`config.mk`:
```
export PLATFORM = sky130hd
export DESIGN_NAME = trace_tx
export DESIGN_NICKNAME = d
export VERILOG_FILES = /design/src/rtl/trace_pkg.sv /design/src/rtl/trace_tx_serdes.sv /design/src/rtl/trace_tx.sv
export SDC_FILE = /design/constraint.sdc
export NUM_CORES = 1
export LEC_CHECK = 0
export CAP_MARGIN = 20
export CORE_MARGIN = 2
export CORE_UTILIZATION = 45
export CTS_CLUSTER_DIAMETER = 120
export DETAILED_ROUTE_END_ITERATION = 10
export PLACE_DENSITY = 0.66
export SYNTH_ARGS = -nofsm -noshare
export SYNTH_HDL_FRONTEND = slang
export SYNTH_SLANG_ARGS = --single-unit
```
`constraint.sdc`:
```
create_clock -name clk -period 3.4 [get_ports clk]
set_input_delay 0.51 -clock clk [delete_from_list [all_inputs] [get_ports clk]]
set_output_delay 0.51 -clock clk [all_outputs]
set_load 0.05 [all_outputs]
```
`src/rtl/trace_pkg.sv`:
```
// trace_pkg: constants and types shared by the trace port transmitter.
//   TPIU_FSYNC / TPIU_HSYNC : full-sync frame and halfword sync/padding words
//   W1 / W2 / W4            : legal active bus width encodings
//   tx_state_e              : transmitter FSM state (halfword to load next)
//   tx_ctrl_t               : transmitter control register (FSM state, sync
//                             request and the width the stream is running at)
//   width_legal / last_slice / slice_pair : width-dependent helpers
package trace_pkg;

  localparam logic [31:0] TPIU_FSYNC = 32'h7fff_ffff;
  localparam logic [15:0] TPIU_HSYNC = 16'h7fff;

  localparam logic [2:0] W1 = 3'd1;
  localparam logic [2:0] W2 = 3'd2;
  localparam logic [2:0] W4 = 3'd4;

  typedef enum logic [1:0] {
    SYNC_LO = 2'd0,
    SYNC_HI = 2'd1,
    DATA    = 2'd2
  } tx_state_e;

  typedef struct packed {
    tx_state_e  state;
    logic       sync_pending;
    logic [2:0] wsel;
  } tx_ctrl_t;

  function automatic logic width_legal(input logic [2:0] w);
    return (w == W1) || (w == W2) || (w == W4);
  endfunction

  // Index of the last slice of a halfword: 16 bits / (2*w) slices.
  function automatic logic [2:0] last_slice(input logic [2:0] w);
    case (w)
      W1:      return 3'd7;
      W2:      return 3'd3;
      W4:      return 3'd1;
      default: return 3'd0;
    endcase
  endfunction

  // Returns {b, a}: a = v[w-1:0] (rising half), b = v[2w-1:w] (falling half),
  // each zero-extended to 4 bits.
  function automatic logic [7:0] slice_pair(input logic [15:0] v,
                                            input logic [2:0]  w);
    case (w)
      W1:      return {3'b000, v[1], 3'b000, v[0]};
      W2:      return {2'b00, v[3:2], 2'b00, v[1:0]};
      W4:      return {v[7:4], v[3:0]};
      default: return 8'h00;
    endcase
  endfunction

endpackage

```
`src/rtl/trace_tx_serdes.sv`:
```
// trace_tx_serdes: 16-bit shift register and slice counter for the trace
// transmitter. Each cycle one slice of 2*w bits leaves LSB first: the low w
// bits on douta (rising half) and the next w bits on doutb (falling half).
// Ports:
//   clk, rst       : clock, asynchronous active-low reset
//   load           : take word/width this cycle; its first slice is on the
//                    outputs in the next cycle
//   halt           : stop; outputs go to 0 and every cycle becomes a boundary
//   width [2:0]    : width used for the word being loaded
//   word  [15:0]   : halfword to load
//   douta / doutb  : registered DDR slice outputs
//   boundary       : last slice of the current halfword is on the outputs
//                    (or nothing is running), so a load is due now
module trace_tx_serdes
  import trace_pkg::*;
#(
  parameter int BUSWIDTH = 4
) (
  input  logic                clk,
  input  logic                rst,
  input  logic                load,
  input  logic                halt,
  input  logic [2:0]          width,
  input  logic [15:0]         word,
  output logic [BUSWIDTH-1:0] douta,
  output logic [BUSWIDTH-1:0] doutb,
  output logic                boundary
);

  logic [15:0]         sr_q;
  logic [2:0]          w_q;
  logic [2:0]          cnt_q;
  logic                run_q;
  logic [15:0]         src;
  logic [15:0]         sr_nxt;
  logic [2:0]          sw;
  logic [7:0]          pair;
  logic [3:0]          a4;
  logic [3:0]          b4;
  logic [BUSWIDTH-1:0] a_bus;
  logic [BUSWIDTH-1:0] b_bus;

  assign boundary = !run_q || (cnt_q == last_slice(w_q));

  // On a load the first slice is cut straight from the incoming word so the
  // output register never shows a gap between halfwords.
  always_comb begin
    src    = load ? word : sr_q;
    sw     = load ? width : w_q;
    pair   = slice_pair(src, sw);
    sr_nxt = src >> {sw, 1'b0};
  end

  assign a4 = pair[3:0];
  assign b4 = pair[7:4];

  generate
    if (BUSWIDTH > 4) begin : g_wide
      assign a_bus = {{(BUSWIDTH-4){1'b0}}, a4};
      assign b_bus = {{(BUSWIDTH-4){1'b0}}, b4};
    end else begin : g_narrow
      assign a_bus = a4[BUSWIDTH-1:0];
      assign b_bus = b4[BUSWIDTH-1:0];
    end
  endgenerate

  always_ff @(posedge clk or negedge rst) begin
    if (!rst) begin
      sr_q  <= '0;
      w_q   <= '0;
      cnt_q <= '0;
      run_q <= 1'b0;
      douta <= '0;
      doutb <= '0;
    end else if (load) begin
      sr_q  <= sr_nxt;
      w_q   <= width;
      cnt_q <= '0;
      run_q <= 1'b1;
      douta <= a_bus;
      doutb <= b_bus;
    end else if (halt || !run_q) begin
      sr_q  <= '0;
      cnt_q <= '0;
      run_q <= 1'b0;
      douta <= '0;
      doutb <= '0;
    end else begin
      sr_q  <= sr_nxt;
      cnt_q <= cnt_q + 3'd1;
      douta <= a_bus;
      doutb <= b_bus;
    end
  end

endmodule

```
`src/rtl/trace_tx.sv`:
```
// trace_tx: serialises 16-bit packet words onto a 1/2/4-bit DDR trace bus in
// TPIU-Lite framing. Full-sync frames (ffff then 7fff, LSB first) are sent
// after reset, after every width change and every SYNC_INTERVAL data
// halfwords; 7fff padding fills idle halfwords.
// Ports:
//   clk, rst              : clock, asynchronous active-low reset
//   width [2:0]           : active bus width 1, 2 or 4 (others invalid)
//   WdValid, PacketWd     : word offered by the packet source
//   WdReady               : word accepted this cycle (see handshake note)
//   traceDouta/traceDoutb : rising/falling half bits for the DDR cells
//   inSync                : a full-sync frame is on the outputs
// Optional build macro TRACE_TX_STATS_EN adds wordCount[31:0] (accepted
// words) and syncCount[15:0] (sync frames started), both wrap-around.
//
// Handshake: WdReady is combinational and high only on a halfword boundary
// in DATA with no sync due and an unchanged legal width; it never depends on
// WdValid. A word moves when WdValid && WdReady at a rising edge, PacketWd is
// sampled only then, and its first bits are on the outputs the next cycle.
// The source must hold WdValid and PacketWd until accepted.
module trace_tx
  import trace_pkg::*;
#(
  parameter int BUSWIDTH      = 4,
  parameter int SYNC_INTERVAL = 1024
) (
  input  logic                clk,
  input  logic                rst,
  input  logic [2:0]          width,
  input  logic                WdValid,
  input  logic [15:0]         PacketWd,
  output logic                WdReady,
  output logic [BUSWIDTH-1:0] traceDouta,
  output logic [BUSWIDTH-1:0] traceDoutb,
  output logic                inSync
`ifdef TRACE_TX_STATS_EN
  ,
  output logic [31:0]         wordCount,
  output logic [15:0]         syncCount
`endif
);

  localparam int SCW = (SYNC_INTERVAL > 1) ? $clog2(SYNC_INTERVAL) : 1;
  localparam logic [SCW-1:0] SYNC_RELOAD = SCW'(SYNC_INTERVAL - 1);

  tx_ctrl_t       ctrl_q;
  tx_ctrl_t       ctrl_d;
  tx_state_e      ld_state;
  logic [SCW-1:0] sync_cnt;
  logic           boundary;
  logic           width_ok;
  logic           load;
  logic           halt;
  logic           ready;
  logic [15:0]    word;

  assign width_ok = width_legal(width) && (32'(width) <= BUSWIDTH);

  // Control register: state names the halfword to load at the next boundary.
  always_ff @(posedge clk or negedge rst) begin
    if (!rst) begin
      ctrl_q <= '{state: SYNC_LO, sync_pending: 1'b0, wsel: 3'd0};
    end else begin
      ctrl_q <= ctrl_d;
    end
  end

  always_comb begin
    ctrl_d   = ctrl_q;
    ld_state = ctrl_q.state;
    load     = 1'b0;
    halt     = 1'b0;
    ready    = 1'b0;
    word     = TPIU_HSYNC;
    if (boundary) begin
      ctrl_d.wsel = width;
      if (!width_ok) begin
        // Park in SYNC_LO with quiet outputs until a legal width returns.
        halt         = 1'b1;
        ctrl_d.state = SYNC_LO;
      end else begin
        load = 1'b1;
        // A width change or an expired sync interval overrides the queue,
        // so a waiting word stays put while the frame goes out.
        if ((width != ctrl_q.wsel) ||
            ((ctrl_q.state == DATA) && ctrl_q.sync_pending)) begin
          ld_state = SYNC_LO;
        end
        case (ld_state)
          SYNC_LO: begin
            word                = TPIU_FSYNC[15:0];
            ctrl_d.state        = SYNC_HI;
            ctrl_d.sync_pending = 1'b0;
          end
          SYNC_HI: begin
            word         = TPIU_FSYNC[31:16];
            ctrl_d.state = DATA;
          end
          default: begin
            ready        = 1'b1;
            word         = WdValid ? PacketWd : TPIU_HSYNC;
            ctrl_d.state = DATA;
            if (sync_cnt == '0) begin
              ctrl_d.sync_pending = 1'b1;
            end
          end
        endcase
      end
    end
  end

  assign WdReady = ready;

  // Counts DATA halfwords (words and padding) down to the next forced sync.
  always_ff @(posedge clk or negedge rst) begin
    if (!rst) begin
      sync_cnt <= SYNC_RELOAD;
    end else if (load) begin
      if (ld_state == SYNC_LO) begin
        sync_cnt <= SYNC_RELOAD;
      end else if ((ld_state == DATA) && (sync_cnt != '0)) begin
        sync_cnt <= sync_cnt - SCW'(1);
      end
    end
  end

  // Registered alongside the data outputs so it covers exactly the cycles a
  // sync halfword is on the bus.
  always_ff @(posedge clk or negedge rst) begin
    if (!rst) begin
      inSync <= 1'b0;
    end else if (load) begin
      inSync <= (ld_state != DATA);
    end else if (halt) begin
      inSync <= 1'b0;
    end
  end

  trace_tx_serdes #(
    .BUSWIDTH (BUSWIDTH)
  ) u_serdes (
    .clk      (clk),
    .rst      (rst),
    .load     (load),
    .halt     (halt),
    .width    (width),
    .word     (word),
    .douta    (traceDouta),
    .doutb    (traceDoutb),
    .boundary (boundary)
  );

`ifdef TRACE_TX_STATS_EN
  always_ff @(posedge clk or negedge rst) begin
    if (!rst) begin
      wordCount <= '0;
      syncCount <= '0;
    end else begin
      if (WdValid && ready) begin
        wordCount <= wordCount + 32'd1;
      end
      if (load && (ld_state == SYNC_LO)) begin
        syncCount <= syncCount + 16'd1;
      end
    end
  end
`endif

endmodule

```
Word-level counts from Yosys, hierarchy flattened. Index checks and enable logic that the tools add are counted.

Bits in writable memories: 0. Output and inout port bits: 10. Latch bits: 0. Memories: 0. Bits in read-only memories: 0. Register bits: 48. Logic and storage cells: 89.

Reduce and logical (&&, ||, !) cells: 20. Multiply operators: 0. Bitwise operators: 1. Equality and inequality tests: 15. Divide/modulo/power cells: 0. Shift-type cells: 1. Order comparisons: 1. Add/subtract/negate cells: 2. Mux-type cells: 38.

Operator list (number): $mux W16 (6); $pmux W16 S2 (1); $pmux W8 S3 (1); $mux W10 (2); $mux W4 (4); $shr A16 B4 Y16 (1); $mux W2 (7); $mux W1 (12); $logic_not A10 Y1 (1); $reduce_bool A10 Y1 (1); $sub A10 B1 Y10 const B (1); $eq A3 B1 Y1 const B (3); $eq A3 B2 Y1 const B (3); $eq A3 B3 Y1 const B (3); $mux W3 (3); $pmux W3 S3 (1); $reduce_bool A2 Y1 (4); $logic_or A1 B1 Y1 (5); $eq A2 B2 Y1 const B (2); $logic_not A2 Y1 (2); $reduce_and A4 Y1 (1); $add A3 B1 Y3 const B (1); $eq A3 B3 Y1 (1); $le A3 B3 Y1 const B (1); 9 further kinds (11).

Logic depth before layout (Yosys ltp). Gate-level depths: netlist (run 1).

Depth in word-level cells: 14. Depth in mapped cells: 10. Mapped depth without buffers: 9.

By module. A second synthesis (run 1) with hierarchy kept.

Cell total of the unflattened synthesis: 306. Area total of the unflattened synthesis: 2989.1 sq um.

By module, submodules not included: trace_tx_serdes (cells each 176, instances 1, seq. area each 775.7 sq um, area each 1745.4 sq um); trace_tx (cells each 130, instances 1, seq. area each 437.9 sq um, area each 1243.7 sq um).

Worst setup path before layout (run 1). No wires, ideal clock.

Kind: input port to output port. Start point: input width[1]. End point: output WdReady. Slack: 0.353 ns. Path buffers: 3. Stages on the path: 7. Arrival: 2.537 ns. Required time: 2.890 ns. Path through: clkbuf_1 > or3b_2 > a21bo_2 > o21ai_4 > buf_2 > buf_2 > nor2_1.

Word-level cells in the longest chain between the ends: 10.

Ends and longest elaborated chain: from (decl) (line trace_tx.sv:28) `input logic [2:0] width,`; $ne A3 B3 Y1 (line trace_tx.sv:84) `if ((width != ctrl_q.wsel) ||`; $logic_or A1 B1 Y1 (line trace_tx.sv:84); $mux W2 (line trace_tx.sv:84); $mux W2 (line trace_tx.sv:76) `if (!width_ok) begin`; $mux W2 (line trace_tx.sv:74) `if (boundary) begin`; $eq A2 B1 Y1 / $logic_not A2 Y1 (equally long branches) (line trace_tx.sv:88) `case (ld_state)`; $reduce_or A2 Y1 (no source line); $mux W1 (line trace_tx.sv:88); $mux W1 (*) (line trace_tx.sv:76); $mux W1 (*) (line trace_tx.sv:74); to (decl) (line trace_tx.sv:31) `output logic WdReady,`.

Every way passes the cells marked *; elsewhere a longest branch is shown, timed or not. The select of a mux whose other input is x is not followed.

Worst setup path after layout (run 1).
Start point: input width[2]. End point: output WdReady.

Same word-level chain as after synthesis.

==> flow_metrics.tcl, run 1 <==
set metrics [dict create \
    run_status "completed" \
    grt_max_degree 44 \
    hp-class "flop to flop" \
    reg2reg_to "u_serdes.sr_q[0]$_DFF_PN0_" \
    p_per_area_nw_per_um2 780 \
    vias 2610 \
    die_w_um 84.6 \
    area_growth_pct 19.1 \
    ys_seq_area_frac 0.415 \
    route.detailed.drc 0 \
    cp_data_required_time_ps 2890 \
    ff2ff_path_depth 8 \
    synth-edff-count 0 \
    top_layer "met4" \
    synth_cell_type_count 58 \
    r2r-start "u_serdes.w_q[1]$_DFF_PN0_" \
    insertion_delay_ps 310 \
    max-vdd-ir-drop_v 0.000414 \
    reg2reg_slack_ps 590 \
    cts.sinks 48 \
    die_area_um2 7160 \
    setup_tns_ps 0 \
    rsz0062_at_grt "false" \
    synth-simple-area-share 0.197 \
    gp_congestion 0.900 \
    rows 29 \
    synth_fa_ha_area_frac 0.0124 \
    synth-main-ff-cell "dfrtp_1" \
    post_cts_buffers 0 \
    leakage_nw 1.43 \
    grt_pass1_wl_mm 13.0 \
    dp_hpwl_mm 5.51 \
    cts_tree "done" \
    cp-endpoint "WdReady" \
    arrival_ps 2610 \
    syn_avg_cell_area_um2 9.17 \
    worst-setup-path-type "primary input to primary output" \
    antenna_found_initial 0 \
    crit_start "width[2]" \
    async_reset_ff_frac 1.00 \
    avgRoutedWirePerCell_um 18.0 \
    drv_slew 0 \
    cts_buffers 5 \
    synth_common_cells "dfrtp_1 (38), nand2_1 (34), nor2_1 (22)" \
    num_antenna_cells 0 \
    gr-total-overflow 0 \
    first_global_vias 2524 \
    cts_max_level 2 \
    post-route-util 0.552 \
    ys_ff_latch 48 \
    drtPass1Iterations 5 \
    drt-total-wl_mm 7.74 \
    met1_length_mm 3.49 \
    start_util 0.463 \
    coreArea_um2 6310 \
    yosysMostFrequentCell "dfrtp_1" \
    finalHoldViolCount 0 \
    end_kind "primary output" \
    wl_met3_um 572 \
    crit_path_start_kind "primary input" \
    dr_wl_met2_mm 3.53 \
    grt.total_usage 0.227 \
    finalClockSkew_ps 5.89 \
    dr.first_iter.drc_count 126 \
    syn-num-nets 343 \
    fin_crit_ps 3120 \
    drv_cap 0 \
    relSlewSlack 0.665 \
    yosysTopAreaCellShare 0.325 \
    finalCritPeriodShare 0.917 \
    nNetsFinal 377 \
    port_buffers 31 \
    drive_gt1_frac 0.138 \
    ys.warnings.count 0 \
    tightestPinTransition_ps 501 \
    cts_buffer_depth 2 \
    setup_viol 0 \
    synth-xor-area-share 0.0419 \
    synth_top_family_by_area "simple AND/OR/NAND/NOR gates" \
    synth.mux.area_fraction 0.0997 \
    synthesis.area_um2 2930 \
    via_per_inst 6.06 \
    ios 32 \
    yosysTopAreaCell "dfrtp_1" \
    synth_area_leaders "dfrtp_1 (33%), dfstp_2 (9.0%), mux2i_1 (6.5%)" \
    die_h_um 84.6 \
    total_power_mw 2.72 \
    cts-root-buf "clkbuf_8" \
    crit_fanout 35 \
    synth_compound_area_frac 0.192 \
    ant_nets 0 \
    clk_transition_reported_paths_ps 90 \
    synthCells 319 \
    fmax_mhz 321 \
]
[sequential cells by signal (all words and copies together) (netlist names)]
signal,flops
u_serdes.sr_q,16
sync_cnt,10
ctrl_q,6
u_serdes.douta,4
u_serdes.doutb,4
u_serdes.cnt_q,3
u_serdes.w_q,3
inSync,1
u_serdes.run_q,1
[layer usage]
layer	track usage	vias up
met3	0.0393	13
met1	0.328	1245
li1	-	1234
met2	0.349	118
met5	0	-
met4	0.0736	0
[worst max-delay path, stage by stage]
cell and delay [ps]:
clkdlybuf4s50_1 530, or3b_2 510, a21bo_2 270, o21ai_4 90
buf_4 260, nor2_1 250, buf_12 170
[power by group]
part	internal [mW]	switching, mW
combinational	0.558	0.945
sequential	0.708	0.119
clock	0.189	0.199
total	1.45	1.26
[layout make-up]
cell class,count,area [um2]
Fill cell,590,2830
Multi-Input combinational cell,242,1590
Tap cell,77,96.3
Timing Repair Buffer,46,443
Clock buffer,7,97.6
Clock inverter,1,5.00
Sequential cell,48,1210
Inverter,10,37.5
[placed cells by master, fill, tap and decap left out, types with 3 or more instances in the layout]
cell / n
a2111oi_0: 5
a211oi_1: 5
a21oi_1: 20
a221oi_1: 3
a31oi_1: 4
and3_1: 3
buf_4: 13
clkbuf_8: 5
clkdlybuf4s50_1: 29
dfrtp_1: 38
dfstp_2: 10
inv_1: 8
mux2_2: 8
mux2i_1: 19
nand2_1: 34
nand3_1: 7
nand3b_1: 3
nor2_1: 22
nor2b_1: 6
nor3_1: 12
nor3b_1: 3
o211ai_1: 4
o21ai_0: 12
o21ai_1: 5
o22ai_1: 5
o31ai_1: 3
or3_1: 10
xnor2_1: 7
xor2_1: 7
[worst min-delay path by stage]
stage / startpoint / end / slack (ps) / cells past startpoint
2_1_floorplan: rst / ctrl_q[0]$_DFFE_PN0N_ / 210 / 0
3_3_place_gp: inSync$_DFFE_PN0P_ / inSync$_DFFE_PN0P_ / 470 / 2
3_5_place_dp: sync_cnt[0]$_DFFE_PN1P_ / sync_cnt[0]$_DFFE_PN1P_ / 490 / 2
4_1_cts: rst / u_serdes.sr_q[4]$_DFF_PN0_ / 390 / 1
5_1_grt: inSync$_DFFE_PN0P_ / inSync$_DFFE_PN0P_ / 540 / 2
6_report: sync_cnt[0]$_DFFE_PN1P_ / sync_cnt[0]$_DFFE_PN1P_ / 510 / 2
[per-stage QoR]
step / worst slack, ps / cell area, um2 / cells / hold WS, ps
floorplan: 353 / 2930 / 319 / 214
global placement: 258 / 3350 / 421 / 465
finish: 283 / 3480 / 431 / 511
global route: 190 / 3480 / 431 / 540
detailed placement: 144 / 3350 / 421 / 492
CTS: 283 / 3450 / 429 / 392
[what timing repair did]
action                    in CTS  in global routing
gates resized for setup        0                  0
hold endpoints to repair       0                  2
hold buffers                   0                  1
[cells by family (layout without fill, tap and decap cells)]
logic type      after synthesis  count (layout)
fa+ha+maj                     3               3
xor+xnor                     14              14
flops                        48              48
mux                          28              28
buf+inv                      29              64
compound gates               82              82
simple gates                115             115
(Power assumes the default switching activity.)
==> inputs of run 2 (changes only) <==
--- a/config.mk
+++ b/config.mk
@@ -10,7 +10,8 @@
 export CORE_UTILIZATION = 45
 export CTS_CLUSTER_DIAMETER = 120
 export DETAILED_ROUTE_END_ITERATION = 10
-export PLACE_DENSITY = 0.66
+export PLACE_DENSITY_LB_ADDON = 0.08
 export SYNTH_ARGS = -nofsm -noshare
 export SYNTH_HDL_FRONTEND = slang
 export SYNTH_SLANG_ARGS = --single-unit
+export TNS_END_PERCENT = 50
==> run 2 against run 1 <==
Net effect:
- count of clock-buffer cells in the layout stayed put
- final area up 0.25%
- sequential power decreased by 2%
- critical path type unchanged
==> flow_metrics.tcl, run 2 (same netlist as run 1, synthesis figures left out) <==
set metrics [dict create \
    hp-class "primary input to asynchronous set/reset pin" \
    grt.total_usage 0.224 \
    nNetsFinal 377 \
    dr_wl_met2_mm 3.49 \
    rsz0062_at_grt "false" \
    cts_hold_buf 0 \
    drtPass1Iterations 4 \
    tightestPinTransition_ps 564 \
    clk_transition_reported_paths_ps 90 \
    met1_length_mm 3.58 \
    max-vdd-ir-drop_v 0.000362 \
    setup_viol 0 \
    coreArea_um2 6310 \
    grt_max_degree 44 \
    top_regs "u_serdes.sr_q: 16 flops, sync_cnt: 10 flops, ctrl_q: 6 flops" \
    ios 32 \
    top_register "u_serdes.sr_q" \
    avgRoutedWirePerCell_um 17.5 \
    drt-total-wl_mm 7.53 \
    die_h_um 84.6 \
    crit_path_start_kind "primary input" \
    reg2reg_slack_ps 420 \
    die_area_um2 7160 \
    cts_buffer_depth 2 \
    arrival_ps 2720 \
    crit_fanout 20 \
    wl_met3_um 387 \
    antenna_found_initial 0 \
    cts.sinks 48 \
    p_per_area_nw_per_um2 771 \
    run_status "completed" \
    post-route-util 0.553 \
    drv_slew 0 \
    finalClockSkew_ps 9.33 \
    largest_register_ffs 16 \
    route.detailed.drc 0 \
    first_global_vias 2523 \
    fmax_mhz 310 \
    cts-resized-gates 0 \
    top_layer "met4" \
    vias 2547 \
    fill_cells 604 \
    relSlewSlack 0.622 \
    ant_nets 0 \
    gr-total-overflow 0 \
    cts_tree "done" \
    dpl.cell_count 422 \
    via_per_inst 5.91 \
    num_antenna_cells 0 \
    drive_gt1_frac 0.141 \
    cp_data_required_time_ps 2890 \
    fin_cells 431 \
    finalCritPeriodShare 0.949 \
    start_util 0.463 \
    leakage_nw 1.42 \
    cts_max_level 2 \
    area_growth_pct 19.4 \
    final_cell_mix "dfrtp_1 (38), nand2_1 (34), clkdlybuf4s50_1 (29)" \
    final_common_cell "dfrtp_1" \
    die_w_um 84.6 \
    finalHoldViolCount 0 \
    cts_buffers 5 \
    grt_pass1_wl_mm 12.7 \
    post_cts_buffers 0 \
    drv_cap 0 \
    dp_hpwl_mm 5.48 \
    insertion_delay_ps 310 \
    worst-setup-path-type "primary input to primary output" \
    cts-root-buf "clkbuf_8" \
    rows 29 \
    setup_tns_ps 0 \
    dr.first_iter.drc_count 157 \
    gp_congestion 0.924 \
    fin_crit_ps 3230 \
    end_kind "primary output" \
    port_buffers 31 \
]
run 2: where the power goes:
part / internal, mW / switching, mW / leakage, nW
logic: 0.574 / 0.950 / 0.770
registers: 0.708 / 0.103 / 0.609
clock network: 0.166 / 0.191 / 0.0445
run 2: path summary, 6_finish.rpt:
check,startpoint,to,depth (start not counted)
worst max-delay path,width[2],WdReady,7
worst min-delay path,rst,u_serdes.run_q$_DFFE_PN0P_,1
worst max register to register,u_serdes.w_q[2]$_DFF_PN0_,u_serdes.doutb[0]$_DFF_PN0_,8
worst min register to register,inSync$_DFFE_PN0P_,inSync$_DFFE_PN0P_,2
max in group asynchronous,rst,sync_cnt[6]$_DFFE_PN1P_,3
min in group clk,inSync$_DFFE_PN0P_,inSync$_DFFE_PN0P_,2
run 2: metrics by stage:
step	total power, mW	setup slack (ps)	instance area [um2]	hold WS, ps
global route	2.89	83.2	3490	209
CTS	2.69	188	3460	399
floorplan	1.86	353	2930	214
global placement	2.32	217	3370	465
finish	2.69	173	3490	181
detailed placement	2.33	154	3370	481
run 2: area by class of cell:
| cell class | count | area [um2] | share of cell area |
|---|---|---|---|
| multi-input combinational | 242 | 1590 | 0.455 |
| sequential | 48 | 1210 | 0.348 |
| timing repair buffer | 46 | 460 | 0.132 |
| tap | 77 | 96.3 | 0.0276 |
| clock buffer | 7 | 86.3 | 0.0247 |
| inverter | 10 | 37.5 | 0.0107 |
| clock inverter | 1 | 7.51 | 0.00215 |
run 2: worst max-delay path, stage by stage:
cell and delay, ps:
clkdlybuf4s50_1 540, or3b_2 510, a21bo_2 270, o21ai_4 170
buf_4 260, nor2_1 250, buf_12 180
run 2: per-layer routing:
metal	global-route usage	vias to the layer above
met1	0.327	1233
met2	0.353	85
li1	-	1224
met5	0	-
met3	0.0305	5
met4	0.0577	0
==> inputs of run 3 (changes only) <==
--- a/config.mk
+++ b/config.mk
@@ -6,8 +6,7 @@
 export NUM_CORES = 1
 export LEC_CHECK = 0
 export CAP_MARGIN = 20
-export CORE_MARGIN = 2
-export CORE_UTILIZATION = 45
+export CORE_UTILIZATION = 49
 export CTS_CLUSTER_DIAMETER = 120
 export DETAILED_ROUTE_END_ITERATION = 10
 export PLACE_DENSITY_LB_ADDON = 0.08
==> run 3 against run 2 <==
Net effect:
- via count unchanged
- clock power shrank 4%
- sequential power increased by 2%
- die area down 12%
- first-iteration DRC count grew 20%
- fmax fell by 0.12%
- clock skew rose by 3.7 ps
- worst setup slack worse by 3.8 ps
- final area fell by 0.90%
- core utilization rose by 6.0 points
- critical path type is now flop to primary output
- critical endpoint unchanged
- largest cell class unchanged
==> flow_metrics.tcl, run 3 (same netlist as run 1, synthesis figures left out) <==
set metrics [dict create \
    final_common_cell "dfrtp_1" \
    rows 27 \
    fin_crit_ps 3230 \
    relSlewSlack 0.611 \
    final_cell_mix "dfrtp_1 (38), nand2_1 (34), clkdlybuf4s50_1 (29)" \
    drv_slew 0 \
    avgRoutedWirePerCell_um 17.4 \
    reg2reg_slack_ps 290 \
    die_h_um 79.3 \
    die_area_um2 6280 \
    vias 2547 \
    gr-total-overflow 0 \
    finalCritPeriodShare 0.950 \
    coreArea_um2 5640 \
    drtPass1Iterations 5 \
    drt-total-wl_mm 7.37 \
    total_power_mw 2.65 \
    max-vdd-ir-drop_v 0.000484 \
    route.detailed.drc 0 \
    arrival_ps 2720 \
    reg2reg_to "u_serdes.doutb[0]$_DFF_PN0_" \
    first_global_vias 2544 \
    worst-setup-path-type "flop to primary output" \
    cts.sinks 48 \
    gp_congestion 0.897 \
    p_per_area_nw_per_um2 767 \
    ios 32 \
    end_kind "primary output" \
    leakage_nw 1.42 \
    num_antenna_cells 0 \
    post_cts_buffers 0 \
    finalHoldViolCount 0 \
    port_buffers 31 \
    cts_buffers 5 \
    finalClockSkew_ps 13.1 \
    cts_tree "done" \
    antenna_found_initial 0 \
    largest_register_ffs 16 \
    ant_nets 0 \
    crit_fanout 19 \
    dr.first_iter.drc_count 189 \
    dp_hpwl_mm 5.25 \
    clk_transition_reported_paths_ps 100 \
    cts-resized-gates 0 \
    run_status "completed" \
    drive_gt1_frac 0.136 \
    fmax_mhz 310 \
    cts_max_level 2 \
    insertion_delay_ps 310 \
    nNetsFinal 375 \
    crit_path_start_kind "flop" \
    cts-root-buf "clkbuf_8" \
    cts_buffer_depth 2 \
    start_util 0.519 \
    grt.total_usage 0.259 \
    die_w_um 79.3 \
    rsz0062_at_grt "false" \
    r2r-start "u_serdes.w_q[1]$_DFF_PN0_" \
    top_register "u_serdes.sr_q" \
    grt_max_degree 44 \
    setup_viol 0 \
    setup_tns_ps 0 \
    ff2ff_path_depth 7 \
    via_per_inst 6.01 \
    tightestPinTransition_ps 584 \
    grt_pass1_wl_mm 12.4 \
    drv_cap 0 \
    cts_hold_buf 0 \
    hp-class "primary input to asynchronous set/reset pin" \
    cp_data_required_time_ps 2890 \
    top_regs "u_serdes.sr_q: 16 flops, sync_cnt: 10 flops, ctrl_q: 6 flops" \
    area_growth_pct 18.3 \
]
==> run 3: changes by cell type in the layout (fill, tap and decap cells not counted), sizes merged <==
cell      delta
inv          +1
clkbuf       -1
clkinv       +1
buf          -2
clkinvlp     -1
==> run 3: per-layer routing <==
layer	routed length, um	track usage	part of all wire
met5	0	0	0
met4	148	0.105	0.020
met3	473	0.0552	0.064
met2	3400	0.397	0.46
met1	3350	0.353	0.45
==> run 3: where the power goes <==
part	switching [mW]	internal [mW]
logic	0.926	0.557
registers	0.119	0.708
clock network	0.198	0.145
total	1.24	1.41
==> run 3: final cells by class <==
type,count,area [um2]
clock buffers,6,72.6
clock inverters,2,11.3
fillers,478,2180
inverters,10,37.5
multi-input cells,242,1590
flip-flops and latches,48,1210
well taps,72,90.1
repair buffers,44,445
==> run 3: critical path, stage by stage, from the launching register on <==
cell and delay (ps):
dfrtp_1 520, maj3_2 370, a221o_1 400, o21ai_4 490
buf_4 330, nor2_1 120, buf_12 160
==> run 3: how the worst max path moves through the flow <==
stage | startpoint | end | cells after the start
floorplan | width[1] | WdReady | 7
CTS | u_serdes.w_q[1]$_DFF_PN0_ | WdReady | 6
global placement | width[2] | u_serdes.doutb[0]$_DFF_PN0_ | 8
global route | u_serdes.w_q[1]$_DFF_PN0_ | WdReady | 6
finish | u_serdes.w_q[1]$_DFF_PN0_ | WdReady | 6
detailed placement | width[2] | u_serdes.doutb[0]$_DFF_PN0_ | 8
==> run 3: per-stage QoR <==
stage	hold WS (ps)	utilization	cells	worst slack, ps	instance area (um2)
finish	190	0.613	424	170	3460
global route	225	0.613	424	51.8	3460
CTS	390	0.609	423	182	3430
detailed placement	477	0.594	415	130	3350
global placement	465	0.594	415	210	3350
floorplan	214	-	319	353	2930
